[config.mk]
export PLATFORM = sky130hd
export DESIGN_NAME = lenet_mul_sched
export DESIGN_NICKNAME = d
export VERILOG_FILES = /design/src/rtl/lenet_mul_pkg.sv /design/src/rtl/rr_arbiter.sv /design/src/rtl/lenet_mul_sched.sv
export SDC_FILE = /design/constraint.sdc
export NUM_CORES = 1
export LEC_CHECK = 0
export ABC_AREA = 1
export CORE_MARGIN = 1
export CORE_UTILIZATION = 40
export CTS_CLUSTER_SIZE = 10
export DETAILED_ROUTE_END_ITERATION = 10
export PLACE_DENSITY = 0.76
export SLEW_MARGIN = 25
export SYNTH_ARGS = -nofsm -noshare
export SYNTH_HDL_FRONTEND = slang
export SYNTH_SLANG_ARGS = --single-unit
[constraint.sdc]
create_clock -name clk -period 5.1 [get_ports clk]
set_clock_uncertainty 0.2 [all_clocks]
set_input_delay 1.275 -clock clk [delete_from_list [all_inputs] [get_ports clk]]
set_output_delay 1.275 -clock clk [all_outputs]
set_load 0.01 [all_outputs]
[src/rtl/lenet_mul_pkg.sv]
// Shared widths, the result record and the round-robin pointer step.
package lenet_mul_pkg;
  localparam int MUL_W    = 8;
  localparam int PROD_W   = 16;
  localparam int RES_IDW  = 3;   // wide enough for NREQ up to 8
  localparam int RES_TAGW = 16;  // widest supported user tag

  typedef struct packed {
    logic [PROD_W-1:0]   z;
    logic [RES_IDW-1:0]  id;
    logic [RES_TAGW-1:0] tag;
  } res_t;

  function automatic int unsigned rr_next(input int unsigned g, input int unsigned n);
    return (g + 1 >= n) ? 0 : g + 1;
  endfunction
endpackage

[src/rtl/rr_arbiter.sv]
// Combinational round-robin grant: first requester at or after ptr, with wrap.
// No state; the pointer register lives in the parent.
module rr_arbiter #(
  parameter int N  = 4,
  parameter int IW = 2
) (
  input  logic [IW-1:0] ptr,
  input  logic [N-1:0]  req,
  output logic [N-1:0]  grant,
  output logic [IW-1:0] idx,
  output logic          found
);
  logic [IW-1:0] j;

  always_comb begin
    grant = '0;
    idx   = '0;
    found = 1'b0;
    j     = '0;
    for (int k = 0; k < N; k++) begin
      j = IW'((int'(ptr) + k) % N);
      if (!found && req[j]) begin
        found    = 1'b1;
        grant[j] = 1'b1;
        idx      = j;
      end
    end
  end
endmodule

[src/rtl/lenet_mul_sched.sv]
// Shared 8x8 multiplier core plus the round-robin scheduler around it.
// Latency 2 cycles; res_ready low stalls S2, then S1, then drops req_ready.
module lenet_mul_core
  import lenet_mul_pkg::*;
#(
  parameter bit APPROX = 1'b0
) (
  input  logic [MUL_W-1:0]  a,
  input  logic [MUL_W-1:0]  b,
  output logic [PROD_W-1:0] p
);
  if (APPROX) begin : g_approx
    // Drop the two low operand bits; same ports, cheaper partial-product array.
    logic [MUL_W-1:0] at, bt;
    assign at = {a[MUL_W-1:2], 2'b00};
    assign bt = {b[MUL_W-1:2], 2'b00};
    assign p  = PROD_W'(at) * PROD_W'(bt);
  end else begin : g_exact
    assign p = PROD_W'(a) * PROD_W'(b);
  end
endmodule

module lenet_mul_sched
  import lenet_mul_pkg::*;
#(
  parameter int NREQ   = 4,
  parameter int TAGW   = 4,
  parameter int IDW    = $clog2(NREQ),
  parameter bit APPROX = 1'b0
) (
  input  logic                 clk,
  input  logic                 rst_n,
  input  logic [NREQ-1:0]      req_valid,
  output logic [NREQ-1:0]      req_ready,
  input  logic [NREQ*8-1:0]    req_x,
  input  logic [NREQ*8-1:0]    req_y,
  input  logic [NREQ*TAGW-1:0] req_tag,
  output logic                 res_valid,
  input  logic                 res_ready,
  output logic [PROD_W-1:0]    res_z,
  output logic [IDW-1:0]       res_id,
  output logic [TAGW-1:0]      res_tag,
  output logic [31:0]          op_count,
  output logic                 busy
);
  logic [IDW-1:0]    ptr, gidx;
  logic [NREQ-1:0]   grant;
  logic              any_req, adv1, adv2, hs;
  logic              v1, v2;
  logic [MUL_W-1:0]  x1, y1;
  logic [IDW-1:0]    id1;
  logic [TAGW-1:0]   tag1;
  logic [PROD_W-1:0] prod;
  res_t              s2;
  logic [31:0]       cnt;

  rr_arbiter #(.N(NREQ), .IW(IDW)) u_arb (
    .ptr   (ptr),
    .req   (req_valid),
    .grant (grant),
    .idx   (gidx),
    .found (any_req)
  );

  lenet_mul_core #(.APPROX(APPROX)) u_core (
    .a (x1),
    .b (y1),
    .p (prod)
  );

  assign adv2      = !v2 || res_ready;
  assign adv1      = !v1 || adv2;
  assign hs        = any_req && adv1;
  assign req_ready = adv1 ? grant : '0;

  always_ff @(posedge clk or negedge rst_n) begin
    if (!rst_n) begin
      ptr  <= '0;
      v1   <= 1'b0;
      x1   <= '0;
      y1   <= '0;
      id1  <= '0;
      tag1 <= '0;
      v2   <= 1'b0;
      s2   <= '0;
      cnt  <= '0;
    end else begin
      if (adv2) begin
        v2 <= v1;
        // Result data only moves with a real entry, so idle outputs stay put.
        if (v1) begin
          s2.z   <= prod;
          s2.id  <= RES_IDW'(id1);
          s2.tag <= RES_TAGW'(tag1);
        end
      end
      if (adv1) begin
        v1 <= hs;
        if (hs) begin
          x1   <= req_x[gidx*MUL_W +: MUL_W];
          y1   <= req_y[gidx*MUL_W +: MUL_W];
          id1  <= gidx;
          tag1 <= req_tag[gidx*TAGW +: TAGW];
        end
      end
      if (hs) begin
        ptr <= IDW'(rr_next(32'(gidx), NREQ));
        cnt <= cnt + 32'd1;
      end
    end
  end

  // Upper record bits exist only for the widest parameterisation.
  logic unused_res_hi;
  assign unused_res_hi = ^{s2.id, s2.tag};

  assign res_valid = v2;
  assign res_z     = s2.z;
  assign res_id    = s2.id[IDW-1:0];
  assign res_tag   = s2.tag[TAGW-1:0];
  assign op_count  = cnt;
  assign busy      = v1 || v2;
endmodule
==> results.toml <==
[place]
port_buffers = 146
place_congestion = 0.929
dp_hpwl_um = 14100

[worst_setup_path]
crit_path_start = "req_valid[1]"
worst-path-buf-inv = 5
criticalPathCategory = "input pin to output pin"
r2r_start = "x1[1]"
cp_slowest_stage_delay_ns = 0.53
cp_slowest_cell = "clkdlybuf4s50_1"
endpoint = "req_ready[3]"
cp_max_fo = 7
reg2regPathDepth = 15
rr_endpoint = "res_z[11]"
cp_common_cell = "nand2_4"
crit_family = "buffers and inverters"
cp_data_arrival_time_ns = 3.37
cp_num_cells = 13
crit_chain = "clkdlybuf4s50_1 > inv_1 > nand2_1 > nand3_2 > nand2_4 > nor2_8 > nand2_4 > clkinv_4 > nand2_4 > o21ai_0 > nand2_1 > inv_1 > clkdlybuf4s50_1"
reg2reg_setup_slack_ns = 0.52
cp-start-kind = "input pin"
cp_data_required_time_ns = 3.62
critical_path.endpoint_type = "output pin"

[sta]
period_minus_slack_ns = 4.84
rsz0062_at_grt = "false"
post-route-period-util = 0.950
finalHoldViolations = 0
finalSetupViolations = 0
worst_slew_pin_slew_ns = 0.719
slew_headroom = 0.521
tns_ns = 0
timing.fmax_mhz = 206
slew_violations = 0

[logic_synthesis]
synth_seq_cells = 80
syn_area_sq_mm = 0.00734
synth_fp_nets = 1210
synth_top_family_by_area = "simple AND/OR/NAND/NOR gates"
synth_xor_area_frac = 0.0441
yosys.area_share.adder = 0.175
seq_area_frac_synth = 0.273
synth_compound_area_frac = 0.0508
yosysWarnings = 0
ys_types = 42
synthMuxAreaShare = 0
synth-simple-area-share = 0.323
synthCells = 1042
synth_area_per_cell_sq_um = 7.05

[detailed_routing]
routed_wirelength_um = 18100
vias = 6877
drcViolationCount = 0
vias_per_cell = 4.94
drt-initial-drc-count = 504
wl_per_cell_um = 13.0
ant_nets = 0
firstDrtPassIters = 6

[clocking]
cts_sinks = 80
ctsResizeCount = 0
clock_latency_ns = 0.35
clock-root-buffer = "clkbuf_16"
cts_tree = "built"
clockBufferDepth = 2
cts-htree-levels = 3
cts_setup_buffers = 0
hold_buffers = 0
cts-buffers-inserted = 9
clk_pin_slew_ns = 0.06

[floorplanning]
die_y_um = 138
dieArea_sq_mm = 0.0189
io_pins = 147
initial_core_util = 0.409
die_w_um = 138
core_sq_mm = 0.0180
row_count = 49

[layout]
final_common_cell = "nand2_1"
num-nets-final = 1326
multi_input_area_sq_mm = 0.00435
diodes = 0
drive_gt1_frac = 0.0499
nFillCells = 1737
regArea_sq_mm = 0.00200
syn2layout_area_growth_pct = 24.4
final_cell_mix = "359 x nand2_1, 186 x inv_1, 145 x clkdlybuf4s50_1"

[min_path]
min_path_type = "flop to flop"

[job]
drv_cap = 0

[global_route]
first_global_vias = 6811
grt.overflow.total = 0
grt_pass1_wl_um = 31500
grt_max_degree = 81
antenna_found_initial = 0
grtUsageTotal = 0.211

[run_status]
status = "finished clean"
## state kept, by name, summed over array words and instances (netlist names), named ones only
signal,cells
res_valid,1
id1,2
ptr,1
x1,8
v1,1
res_id,2
res_tag,4
op_count,32
y1,8
res_z,16
tag1,4
## cells in the mapped netlist, drive strengths merged
cell | count | share of area
xnor2 | 8 | 0.0095
xor2 | 29 | 0.035
inv | 191 | 0.098
nor2 | 41 | 0.025
o21a | 2 | 0.0020
o21ai | 33 | 0.023
nor4 | 4 | 0.0034
ha | 45 | 0.077
a21oi | 13 | 0.0089
a31oi | 8 | 0.0068
o31ai | 3 | 0.0031
fa | 36 | 0.098
nand2 | 377 | 0.20
nor3 | 15 | 0.012
buf | 23 | 0.025
nand4 | 15 | 0.015
nand3b | 1 | 0.0010
a31o | 2 | 0.0024
nand3 | 86 | 0.061
clkinv | 1 | 0.0012
a211oi | 1 | 0.0010
a21boi | 1 | 0.0010
o21bai | 2 | 0.0026
or2 | 3 | 0.0026
clkbuf | 22 | 0.011
dfrtp | 80 | 0.27
## cell type report
cell class,instances,share of cell area
multi-input combinational,725,0.476
clock buffer,12,0.0270
clock inverter,3,0.00205
timing repair buffer,150,0.165
tap,229,0.0314
sequential,80,0.219
inverter,192,0.0797
## cells by family after synthesis
group | count (synthesis)
AOI/OAI and AO/OA | 65
xor gates and xnor gates | 37
buffers and inverters | 237
adders and majority gates | 81
and+or+nand+nor | 542
DFF | 80
## how the worst min path moves through the flow
stage                 start         end  slack [ns]  cells past startpoint
CTS                 tag1[1]  res_tag[1]        0.28                      2
finish              tag1[1]  res_tag[1]        0.27                      2
global placement    tag1[3]  res_tag[3]        0.25                      2
floorplan           tag1[0]  res_tag[0]        0.24                      2
detailed placement  tag1[1]  res_tag[1]        0.26                      2
global route        tag1[1]     tag1[1]        0.29                      2
## per-stage QoR
| step | cells | hold slack, ns | setup slack (ns) | instance area [sq um] | utilization |
|---|---|---|---|---|---|
| after floorplan | 1042 | 0.242 | 0.808 | 7340 | - |
| after global placement | 1376 | 0.251 | 0.286 | 8870 | 0.494 |
| after detailed placement | 1376 | 0.263 | 0.255 | 8870 | 0.494 |
| after CTS | 1391 | 0.278 | 0.251 | 9140 | 0.509 |
| after global routing | 1391 | 0.292 | 0.0983 | 9140 | 0.509 |
| final | 1391 | 0.272 | 0.255 | 9140 | 0.509 |
## worst reg2reg max path: stages (launching register included)
cell	delay, ns
dfrtp_1	0.56
nand2_1	0.13
fa_1	0.50
fa_1	0.55
inv_1	0.06
fa_1	0.53
inv_1	0.06
fa_1	0.53
inv_1	0.04
ha_1	0.33
nand2_1	0.10
o21ai_0	0.30
a21oi_1	0.12
o21ai_0	0.21
xnor2_1	0.14
o21ai_0	0.09
## per-layer routing
layer	part of all wire	up-vias	global-route usage	wire, um
met5	0	-	0	0
met4	0.021	0	0.0653	388
met3	0.056	35	0.0383	1010
met2	0.49	209	0.364	8820
met1	0.44	3217	0.266	7920
li1	-	3416	-	-
Power is left out: the tool's default activity adds up to more than one toggle a clock period on the data nets, which glitch-free logic cannot reach.
